## src/rtl/ctrl_unit_pipe.sv

```systemverilog
// Registered ID->EX control decoder for the 3-stage RV32I(+M) core, with MUL/DIV stall FSM.
// Optional feature macro: RV32M_EN (M-extension decode + multi-cycle stall FSM).
module ctrl_unit_pipe #(
  parameter int XLEN       = 32,
  parameter int MUL_CYCLES = 1,
  parameter int DIV_CYCLES = 32
) (
  input  logic            clk,
  input  logic            rst_n,
  input  logic [31:0]     instr_F,
  input  logic            valid_F,
  input  logic            flush,
  output logic [3:0]      aluop_EX,
  output logic [1:0]      alusrc_EX,
  output logic [1:0]      regsel_EX,
  output logic            regwrite_EX,
  output logic            GPIO_we,
  output logic            div_signed_EX,
  output logic [XLEN-1:0] imm_EX,
  output logic [4:0]      rd_EX,
  output logic            illegal_EX,
  output logic            stall_F
);

  localparam int MAXC = (MUL_CYCLES > DIV_CYCLES) ? MUL_CYCLES : DIV_CYCLES;
  localparam int CW   = (MAXC > 1) ? $clog2(MAXC) : 1;

  localparam bit            MUL_STALL = (MUL_CYCLES > 1);
  localparam bit            DIV_STALL = (DIV_CYCLES > 1);
  localparam logic [CW-1:0] MUL_LD    = MUL_STALL ? CW'(MUL_CYCLES - 1) : '0;
  localparam logic [CW-1:0] DIV_LD    = DIV_STALL ? CW'(DIV_CYCLES - 1) : '0;

  localparam logic [6:0] OP_R     = 7'b0110011;
  localparam logic [6:0] OP_I     = 7'b0010011;
  localparam logic [6:0] OP_LUI   = 7'b0110111;
  localparam logic [6:0] OP_AUIPC = 7'b0010111;
  localparam logic [6:0] OP_SYS   = 7'b1110011;

  localparam logic [11:0] CSR_GPIO_OUT = 12'hF02;
  localparam logic [11:0] CSR_GPIO_IN  = 12'hF00;

  localparam logic [3:0] ALU_AND  = 4'h0;
  localparam logic [3:0] ALU_OR   = 4'h1;
  localparam logic [3:0] ALU_XOR  = 4'h2;
  localparam logic [3:0] ALU_ADD  = 4'h3;
  localparam logic [3:0] ALU_SUB  = 4'h4;
  localparam logic [3:0] ALU_SLL  = 4'h5;
  localparam logic [3:0] ALU_SRL  = 4'h6;
  localparam logic [3:0] ALU_SRA  = 4'h7;
  localparam logic [3:0] ALU_SLT  = 4'h8;
  localparam logic [3:0] ALU_SLTU = 4'h9;
`ifdef RV32M_EN
  localparam logic [3:0] ALU_MUL  = 4'hA;
  localparam logic [3:0] ALU_DIV  = 4'hE;
  localparam logic [3:0] ALU_REM  = 4'hF;
`endif

  localparam logic [1:0] SRC_RS2 = 2'b00;
  localparam logic [1:0] SRC_IMM = 2'b01;
  localparam logic [1:0] SRC_PC  = 2'b10;
  localparam logic [1:0] WB_ALU  = 2'b00;
  localparam logic [1:0] WB_GPIO = 2'b01;
  localparam logic [1:0] WB_IMM  = 2'b10;

  typedef enum logic {S_RUN = 1'b0, S_WAIT = 1'b1} state_t;

  logic [6:0]      w_opc;
  logic [2:0]      w_f3;
  logic [6:0]      w_f7;
  logic [4:0]      w_rd;
  logic [11:0]     w_csr;
  logic [XLEN-1:0] w_imm_i;
  logic [XLEN-1:0] w_imm_u;

  assign w_opc   = instr_F[6:0];
  assign w_f3    = instr_F[14:12];
  assign w_f7    = instr_F[31:25];
  assign w_rd    = instr_F[11:7];
  assign w_csr   = instr_F[31:20];
  assign w_imm_i = XLEN'($signed(instr_F[31:20]));
  assign w_imm_u = XLEN'($signed({instr_F[31:12], 12'b0}));

  logic            w_ok;
  logic            w_wr;
  logic            w_is_mul;
  logic            w_is_div;
  logic            w_gpio_we;
  logic            w_div_signed;
  logic [3:0]      w_base_op;
  logic [3:0]      w_aluop;
  logic [1:0]      w_alusrc;
  logic [1:0]      w_regsel;
  logic [XLEN-1:0] w_imm;

  // funct3 -> op shared by R-type (funct7=0) and I-ALU encodings
  always_comb begin
    case (w_f3)
      3'b000:  w_base_op = ALU_ADD;
      3'b001:  w_base_op = ALU_SLL;
      3'b010:  w_base_op = ALU_SLT;
      3'b011:  w_base_op = ALU_SLTU;
      3'b100:  w_base_op = ALU_XOR;
      3'b101:  w_base_op = ALU_SRL;
      3'b110:  w_base_op = ALU_OR;
      default: w_base_op = ALU_AND;
    endcase
  end

  always_comb begin
    w_ok         = 1'b0;
    w_wr         = 1'b0;
    w_is_mul     = 1'b0;
    w_is_div     = 1'b0;
    w_gpio_we    = 1'b0;
    w_div_signed = 1'b0;
    w_aluop      = ALU_AND;
    w_alusrc     = SRC_RS2;
    w_regsel     = WB_ALU;
    w_imm        = '0;
    case (w_opc)
      OP_R: begin
        w_wr = 1'b1;
        case (w_f7)
          7'h00: begin
            w_ok    = 1'b1;
            w_aluop = w_base_op;
          end
          7'h20: begin
            w_ok    = (w_f3 == 3'b000) || (w_f3 == 3'b101);
            w_aluop = (w_f3 == 3'b000) ? ALU_SUB : ALU_SRA;
          end
`ifdef RV32M_EN
          7'h01: begin
            w_ok         = 1'b1;
            w_is_div     = w_f3[2];
            w_is_mul     = !w_f3[2];
            w_div_signed = w_f3[2] && !w_f3[0];
            if (!w_f3[2]) w_aluop = ALU_MUL + {2'b00, w_f3[1:0]};
            else          w_aluop = w_f3[1] ? ALU_REM : ALU_DIV;
          end
`endif
          default: w_ok = 1'b0;
        endcase
      end
      OP_I: begin
        w_wr     = 1'b1;
        w_alusrc = SRC_IMM;
        w_imm    = w_imm_i;
        w_aluop  = w_base_op;
        // shift-immediates reserve imm[11:5]; only SRAI may set bit 10
        case (w_f3)
          3'b001: w_ok = (w_f7 == 7'h00);
          3'b101: begin
            w_ok = (w_f7 == 7'h00) || (w_f7 == 7'h20);
            if (w_f7 == 7'h20) w_aluop = ALU_SRA;
          end
          default: w_ok = 1'b1;
        endcase
      end
      OP_LUI: begin
        w_ok     = 1'b1;
        w_wr     = 1'b1;
        w_regsel = WB_IMM;
        w_imm    = w_imm_u;
      end
      OP_AUIPC: begin
        w_ok     = 1'b1;
        w_wr     = 1'b1;
        w_alusrc = SRC_PC;
        w_aluop  = ALU_ADD;
        w_imm    = w_imm_u;
      end
      OP_SYS: begin
        if (w_f3 == 3'b001 && w_csr == CSR_GPIO_OUT) begin
          w_ok      = 1'b1;
          w_gpio_we = 1'b1;
        end else if (w_f3 == 3'b001 && w_csr == CSR_GPIO_IN) begin
          w_ok     = 1'b1;
          w_wr     = 1'b1;
          w_regsel = WB_GPIO;
        end
      end
      default: w_ok = 1'b0;
    endcase
  end

  state_t        r_state;
  state_t        w_state_nxt;
  logic [CW-1:0] r_cnt;
  logic [CW-1:0] w_cnt_nxt;

  always_ff @(posedge clk) begin
    if (!rst_n) begin
      r_state <= S_RUN;
      r_cnt   <= '0;
    end else begin
      r_state <= w_state_nxt;
      r_cnt   <= w_cnt_nxt;
    end
  end

  // counter holds remaining WAIT cycles; an N-cycle op leaves WAIT when it reads 1
  always_comb begin
    w_state_nxt = r_state;
    w_cnt_nxt   = r_cnt;
    case (r_state)
      S_RUN: begin
        if (valid_F && !flush && w_ok) begin
          if (w_is_div && DIV_STALL) begin
            w_state_nxt = S_WAIT;
            w_cnt_nxt   = DIV_LD;
          end else if (w_is_mul && MUL_STALL) begin
            w_state_nxt = S_WAIT;
            w_cnt_nxt   = MUL_LD;
          end
        end
      end
      S_WAIT: begin
        if (flush || r_cnt == CW'(1)) begin
          w_state_nxt = S_RUN;
          w_cnt_nxt   = '0;
        end else begin
          w_cnt_nxt = r_cnt - CW'(1);
        end
      end
    endcase
  end

  assign stall_F = (r_state == S_WAIT);

  logic [3:0]      r_aluop;
  logic [1:0]      r_alusrc;
  logic [1:0]      r_regsel;
  logic            r_regwrite;
  logic            r_gpio_we;
  logic            r_div_signed;
  logic [XLEN-1:0] r_imm;
  logic [4:0]      r_rd;
  logic            r_illegal;

  // EX regs: flush always kills; in WAIT they otherwise hold the multi-cycle op
  always_ff @(posedge clk) begin
    if (!rst_n || flush || (r_state == S_RUN && !valid_F)) begin
      r_aluop      <= '0;
      r_alusrc     <= '0;
      r_regsel     <= '0;
      r_regwrite   <= 1'b0;
      r_gpio_we    <= 1'b0;
      r_div_signed <= 1'b0;
      r_imm        <= '0;
      r_rd         <= '0;
      r_illegal    <= 1'b0;
    end else if (r_state == S_RUN) begin
      r_aluop      <= w_ok ? w_aluop : '0;
      r_alusrc     <= w_ok ? w_alusrc : '0;
      r_regsel     <= w_ok ? w_regsel : '0;
      r_regwrite   <= w_ok && w_wr && (w_rd != 5'd0);
      r_gpio_we    <= w_ok && w_gpio_we;
      r_div_signed <= w_ok && w_div_signed;
      r_imm        <= w_ok ? w_imm : '0;
      r_rd         <= w_ok ? w_rd : '0;
      r_illegal    <= !w_ok;
    end
  end

  assign aluop_EX      = r_aluop;
  assign alusrc_EX     = r_alusrc;
  assign regsel_EX     = r_regsel;
  assign regwrite_EX   = r_regwrite;
  assign GPIO_we       = r_gpio_we;
  assign div_signed_EX = r_div_signed;
  assign imm_EX        = r_imm;
  assign rd_EX         = r_rd;
  assign illegal_EX    = r_illegal;

endmodule

```

## config.mk

```make
export PLATFORM = sky130hd
export DESIGN_NAME = ctrl_unit_pipe
export DESIGN_NICKNAME = d
export VERILOG_FILES = /design/src/rtl/ctrl_unit_pipe.sv
export SDC_FILE = /design/constraint.sdc
export NUM_CORES = 1
export LEC_CHECK = 0
export BUFFER_PORTS_ARGS = -buffer_cell sky130_fd_sc_hd__buf_2
export CORE_ASPECT_RATIO = 0.75
export CORE_UTILIZATION = 44
export DETAILED_ROUTE_END_ITERATION = 12
export PLACE_DENSITY = 0.78
export SYNTH_ARGS = -nofsm -noshare
export SYNTH_HDL_FRONTEND = slang
export SYNTH_SLANG_ARGS = --single-unit
```

## constraint.sdc

```tcl
create_clock -name clk -period 1.85 [get_ports clk]
set_input_delay 0.37 -clock clk [delete_from_list [all_inputs] [get_ports clk]]
set_output_delay 0.37 -clock clk [all_outputs]
set_load 0.01 [all_outputs]
```

Word level (Yosys, flattened, before mapping). Index checks and enable logic that the tools add are counted.

$add $sub $neg: 1. Equal/unequal tests: 15. Multiplexer cells: 29. Bitwise operators: 1. Reduce and logical (&&, ||, !) cells: 19.

Operator list (number): $pmux 32 s2 (1); $mux 32 (1); $pmux 4 s7 (1); $eq 12x12->1 const B (2); $eq 7x6->1 const B (3); $mux 5 (3); $eq 7x5->1 const B (2); $mux 4 (3); $pmux 4 s3 (1); $eq 3x3->1 const B (3); $mux 1 (8); $pmux 1 s2 (4); $pmux 2 s2 (2); $pmux 4 s2 (1); $eq 7x7->1 const B (1); $logic_not 7->1 (1); $eq 3x2->1 const B (2); $logic_and 1x1->1 (6); $mux 2 (3); $eq 5x1->1 const B (1); $logic_or 1x1->1 (5); $reduce_bool 5->1 (1); $sub 5x1->5 const B (1); $pmux 1 s4 (1); 6 further kinds (8).

Register bits after elaboration: 54. Input port bits: 36. Output and inout port bits: 50. Word-level logic and storage cells: 75.

Longest topological paths before layout. Gate-level depths: netlist (run 1).

Depth in word-level cells: 7. Mapped depth: 7. Gate-level depth less buffers: 6.

Worst setup path before layout (run 1). OpenSTA, ideal clock, no wires.

Kind: input port to flip-flop. From: input port instr_F[5]. To: register r_imm[2] (netlist: imm_EX[2]). Library setup time: 61 ps. Arrival: 1775 ps. Required time: 1789 ps. Slack: 14 ps. Cell stages on the path: 6. Buffers on the path: 2. Path through: buf_2 -> or4_4 -> a211oi_4 -> o31a_4 -> buf_6 -> a32o_1.

Word-level cells in the longest chain between the ends: 4. Elaborated cells between the ends (all ways): 9. Those cells by class: eq/ne: 5; mux: 3; reduce/logical: 1.

Ends and longest elaborated chain: start, declared (line 10) `input logic [31:0] instr_F,`; $eq 7x5->1 or $eq 7x6->1 (tied branches) (line 120) `case (w_opc)`; $reduce_or 2->1 (no line); $pmux 1 s4 or $pmux 32 s2 (tied branches) (line 120); $mux 32 * (line 260) `r_imm <= w_ok ? w_imm : '0;`; end signal, assigned (line 260); end, declared (line 237) `logic [XLEN-1:0] r_imm;`.

Every way passes the cells marked *; elsewhere a longest branch is shown, timed or not. A chain may end at the register's enable or synchronous reset.

Final worst setup path (run 1).
From: input port instr_F[25]. To: register r_imm[9] (netlist: imm_EX[9]).

Word-level cells in the longest chain between the ends: 6. Elaborated cells between the ends (all ways): 13. Those cells by class: eq/ne: 3; mux: 6; reduce/logical: 4.

Ends and longest elaborated chain: $eq 12x12->1 (line 177) `end else if (w_f3 == 3'b001 && w_csr == CSR_GPIO_IN) begin`; $logic_and 1x1->1 (line 177); $mux 1 (line 177); $mux 1 (line 174) `if (w_f3 == 3'b001 && w_csr == CSR_GPIO_OUT) begin`; $pmux 1 s4 * (line 120); $mux 32 * (line 260).

Marks and branches as above.

==> flow_summary.ini, run 1 <==
[setup_path]
max_stage_delay_ns = 0.36
crit_path_end_kind = flop
critPathCapture = imm_EX[9]
critPathTopFamily = simple AND/OR/NAND/NOR gates
rrSetupSlack_ns = 0.32
r2r-end = imm_EX[9]
r2r-start = stall_F
crit_type = primary input to flop
worstPathRequired_ns = 2.11
slowest_stage = or3_1
cp_max_fo = 22
critPathLaunchType = primary input
path_cells = buf_2, or3_1, nor3_1, and4_1, o31a_4, a32o_1
arrival_ns = 1.98
cp_num_buf_inv = 1
crit_start = instr_F[25]
crit_cells = 6
r2r_cells = 4

[layout]
fin_util_pct = 63.4
stdcell_area_um2 = 3160
synthToLayoutAreaGrowth_pct = 35.9
diodes = 0
drive_gt1_share_pct = 38.5
final_nets = 403

[synth]
synthCells = 256
synth_top_flop_cell = dfxtp_1
synth.distinct_cells = 50
synth_edf_count = 0
yosysMostFrequentCell = dfxtp_1
synth-async-reset-ratio_pct = 0
synth_seq_cells = 54
syn-mean-instance-area_um2 = 9.09
synth_seq_area_share_pct = 46.5
synth_warnings = 0
synth_top_area_cell = dfxtp_1
synth.cell_area_um2 = 2330
yosysTopAreaCellShare_pct = 46.5
post_synth_most_frequent_cells = dfxtp_1, nand2_1, a21oi_1, o21ai_1, a32o_1
syn_nets = 294
yosys-top-cells-area = dfxtp_1, a32o_1, a21oi_1

[detailed_routing]
drc = 0
vias_per_cell = 5.26
drt_iter0_markers = 129
drtPass1Iterations = 5
vias = 2303
postRouteAntennaNets = 0
wl_per_cell_um = 13.7
wirelength_um = 5980

[hold_path]
worstHoldPathType = primary input to flop

[floorplan]
start_util_pct = 46.7
die_x_um = 86.0
die_h_um = 65.0
die-area_um2 = 5580
core-area_um2 = 4980
rows = 22
io_pins = 86

[pwr]
clkPwrFrac_pct = 34.8
switching_share_pct = 23.5
leakage_nw = 1.41
power.density_nw_per_um2 = 642
p_int_mw = 1.55
seq_power_share_pct = 57.3
ir_drop_mv = 0.550
share_comb_of_total_power_pct = 7.9
switchingPower_uw = 478

[placed_design]
place_area_um2 = 3060
finalWeightedCongestion = 0.885
port_buffers = 84
hpwl_um = 4550

[clock_network]
cts_resized = 0
clkSlewWorstSetupHoldPaths_ns = 0.10
ctsHoldBuffers = 0
cts_buffer_depth = 2
clk_latency_ns = 0.31
numCtsBuffers = 5
cts_setup_buffers = 0
cts_tree = built
cts_sinks = 54
htree_levels = 2
cts_root_buf = clkbuf_8

[timing]
fin_crit_sh_pct = 93.0
fmax_mhz = 581
finClkSkew_ns = 0.00382
grt_setup_unrepaired = false
finalHoldViolations = 0
setup_viol_count_final = 0
slew_viol_final = 0
min_period_ns = 1.72

[grt]
grt_max_degree = 27
grt_pass1_wl_um = 10000
grt_use_total_pct = 22.8
antenna_found_initial = 0
grt_pass1_vias = 2154
gr-total-overflow = 0

[job]
drv_cap = 0

[status]
outcome = completed
[flip-flops by register name (all words and copies together) (netlist names), 2 cells and up]
signal     count
aluop_EX       4
alusrc_EX      2
regsel_EX      2
rd_EX          5
imm_EX        32
r_cnt          5
[cell families (layout without fill, tap and decap cells)]
| group | after synthesis | after routing | synth area share (%) |
|---|---|---|---|
| AOI/OAI and AO/OA | 89 | 89 | 27.2 |
| xor gates and xnor gates | 2 | 2 | 0.753 |
| other | 1 | 1 | 0.161 |
| and+or+nand+nor | 78 | 78 | 18.2 |
| adders and majority gates | 2 | 2 | 1.08 |
| muxes | 1 | 1 | 0.484 |
| DFF | 54 | 54 | 46.5 |
| buffers and inverters | 29 | 139 | 5.70 |
[routing by layer]
| layer | share of wire [%] | global-route usage (%) |
|---|---|---|
| met1 | 50 | 33.1 |
| met2 | 42 | 33.5 |
| met3 | 7.4 | 5.10 |
| met4 | 1.1 | 7.08 |
| met5 | 0 | 0 |
[final cells by class]
| class | instances | area, um2 |
|---|---|---|
| inverters | 9 | 33.8 |
| repair buffers | 122 | 731 |
| multi-input cells | 173 | 1130 |
| fillers | 436 | 1820 |
| flip-flops and latches | 54 | 1080 |
| clock inverters | 2 | 16.3 |
| well taps | 72 | 90.1 |
| clock buffers | 6 | 82.6 |
[power groups by stage]
stage	registers (mW)	logic (mW)	clock network (mW)
finish	1.16	0.161	0.706
floorplan	1.19	0.0559	0
CTS	1.16	0.160	0.720
global route	1.16	0.176	0.764
detailed placement	1.19	0.159	0
global placement	1.19	0.159	0
[worst min path at each step]
stage                           start          end  slack [ns]  depth (start not counted)
after floorplan           aluop_EX[3]  aluop_EX[3]        0.47                          2
after global placement     imm_EX[19]   imm_EX[19]        0.43                          2
after detailed placement  aluop_EX[1]  aluop_EX[1]        0.44                          2
after CTS                 instr_F[11]     rd_EX[4]        0.27                          2
after global routing       instr_F[7]     rd_EX[0]        0.29                          2
final                     instr_F[11]     rd_EX[4]        0.28                          2
[cells in the final DEF, fill, tap and decap left out, types with 2 or more instances in the layout]
cell	count
buf_2	84
dfxtp_1	54
buf_4	36
nand2_1	29
a21oi_1	23
o21ai_1	20
a32o_1	15
nor2_1	12
inv_1	9
nor3_1	8
a22o_1	7
clkbuf_8	6
o21ai_0	5
or3_1	4
o211ai_1	4
nor2b_1	3
nor4_1	3
nand3_1	3
nand4_1	2
a31oi_1	2
xnor2_1	2
nand3b_1	2
o211a_1	2
ha_1	2
buf_12	2
[through the flow]
stage | hold slack, ns | cells | total power, mW | TNS [ns] | setup slack (ns)
floorplan | 0.469 | 256 | 1.25 | 0 | 0.0140
global placement | 0.432 | 430 | 1.35 | -4.11 | -0.130
detailed placement | 0.437 | 430 | 1.35 | -5.91 | -0.183
CTS | 0.273 | 438 | 2.04 | 0 | 0.147
global route | 0.285 | 438 | 2.10 | 0 | 0.0226
finish | 0.279 | 438 | 2.03 | 0 | 0.130
Power figures use the tool's default switching activity.
==> run 2, diff against run 1 <==
==> constraint.sdc (replaced) <==
create_clock -name clk -period 1.85 [get_ports clk]
set_input_delay 0.2775 -clock clk [delete_from_list [all_inputs] [get_ports clk]]
set_output_delay 0.2775 -clock clk [all_outputs]
set_load 0.01 [all_outputs]
==> run 2 against run 1 <==
  * Critical path depth did not move
  * Combinational power barely moved
  * Cell area fell by 0.24%
  * Via count rose by 0.78%
  * Sequential cell count did not move
  * Setup slack improved by 0.063 ns
  * Worst hold slack got worse by 0.092 ns
  * Highest routed layer unchanged
  * Largest cell class unchanged
  * Critical endpoint is now regsel_EX[1]
  * Final cell count fell by 0.91%
  * First-iteration DRC count fell by 7.8%
==> flow_summary.ini, run 2 (synthesis results as in run 1) <==
[floorplan]
io_pins = 86
die-area_um2 = 5580
start_util_pct = 46.7
core-area_um2 = 4980
die_h_um = 65.0
die_x_um = 86.0
rows = 22

[timing]
fin_crit_sh_pct = 89.6
fin_setup_tns_ns = 0
slew_viol_final = 0
fmax_mhz = 603
finClkSkew_ns = 0.00556
setup_viol_count_final = 0
min_period_ns = 1.66
finalHoldViolations = 0
grt_setup_unrepaired = false

[pwr]
ir_drop_mv = 0.378
power.density_nw_per_um2 = 678
leakage_nw = 1.41
p_total_mw = 2.14

[clock_network]
clk_latency_ns = 0.31
cts_setup_buffers = 0
cts_sinks = 54
clkSlewWorstSetupHoldPaths_ns = 0.10
cts_tree = built
numCtsBuffers = 5
htree_levels = 2
cts_buffer_depth = 2
cts_root_buf = clkbuf_8

[setup_path]
worstPathRequired_ns = 2.10
cp_max_fo = 22
arrival_ns = 1.91
critPathLaunchType = primary input
r2r_cells = 4
crit_path_end_kind = flop
rrSetupSlack_ns = 0.37
crit_type = primary input to flop

[layout]
diodes = 0
drive_gt1_share_pct = 38.1
stdcell_count = 434
synthToLayoutAreaGrowth_pct = 35.6
final_nets = 399
stdcell_area_um2 = 3150
layout_common_cells = buf_2, dfxtp_1, buf_4, nand2_1, a21oi_1
final_common_cell = buf_2
largest_register_ffs = 32

[detailed_routing]
postRouteAntennaNets = 0
wirelength_um = 6130
drt_iter0_markers = 119
drtPass1Iterations = 4
drc = 0
vias = 2321
wl_per_cell_um = 14.1
vias_per_cell = 5.35

[status]
outcome = completed

[placed_design]
hpwl_um = 4650
place_area_um2 = 3030
dpl.cell_count = 426
finalWeightedCongestion = 0.887
port_buffers = 84

[grt]
grt_pass1_vias = 2101
grt_max_degree = 27
grt_pass1_wl_um = 9850
gr-total-overflow = 0
antenna_found_initial = 0
grt_use_total_pct = 22.5

[job]
drv_cap = 0

[hold_path]
min_path_cells = 2
worstHoldPathType = primary input to flop
==> run 2: path summary, 6_finish.rpt <==
check / startpoint / endpoint
setup / recovery: instr_F[25] / regsel_EX[1]
setup reg to reg: stall_F / regsel_EX[1]
hold / removal: instr_F[7] / rd_EX[0]
hold reg to reg: alusrc_EX[0] / alusrc_EX[0]
==> run 2: power breakdown <==
part	total, mW	leakage [nW]	switching, mW	internal (mW)
Clock	0.816	0.0587	0.406	0.411
Sequential	1.16	0.435	0.000601	1.16
Combinational	0.158	0.912	0.0807	0.0774
==> run 2: final cells by class <==
cell class              count  area (um2)
clock buffers               5        68.8
clock inverters             3        47.5
fillers                   445        1830
inverters                   9        33.8
multi-input cells         173        1130
flip-flops and latches     54        1080
well taps                  72        90.1
repair buffers            118         701
==> run 2: through the flow <==
stage	util (%)	setup slack, ns	hold slack (ns)
finish	63.3	0.193	0.188
global route	63.3	0.139	0.177
CTS	63.2	0.194	0.176
detailed placement	60.8	-0.138	0.438
global placement	60.8	-0.0772	0.433
floorplan	-	0.107	0.399
==> run 2: metal layers <==
| metal | vias up | wire length (um) | track usage [%] |
|---|---|---|---|
| met5 | - | 0 | 0 |
| met4 | 0 | 77 | 7.92 |
| met3 | 8 | 412 | 4.59 |
| met2 | 92 | 2650 | 34.5 |
| met1 | 1071 | 2990 | 31.4 |
| li1 | 1150 | - | - |
==> run 2: worst max-delay path, cell delays in order <==
cell,delay (ns)
buf_2,0.11
or3_1,0.36
nor3_1,0.28
and4_1,0.35
o31a_4,0.32
a32o_1,0.20
==> run 2: what timing repair did <==
| action | 4_1_cts | 5_1_grt |
|---|---|---|
| setup endpoints to repair | 0 | 2 |
| gates resized for setup | 0 | 1 |
| endpoints found under the hold margin | 0 | 0 |
| hold buffers | 0 | 0 |
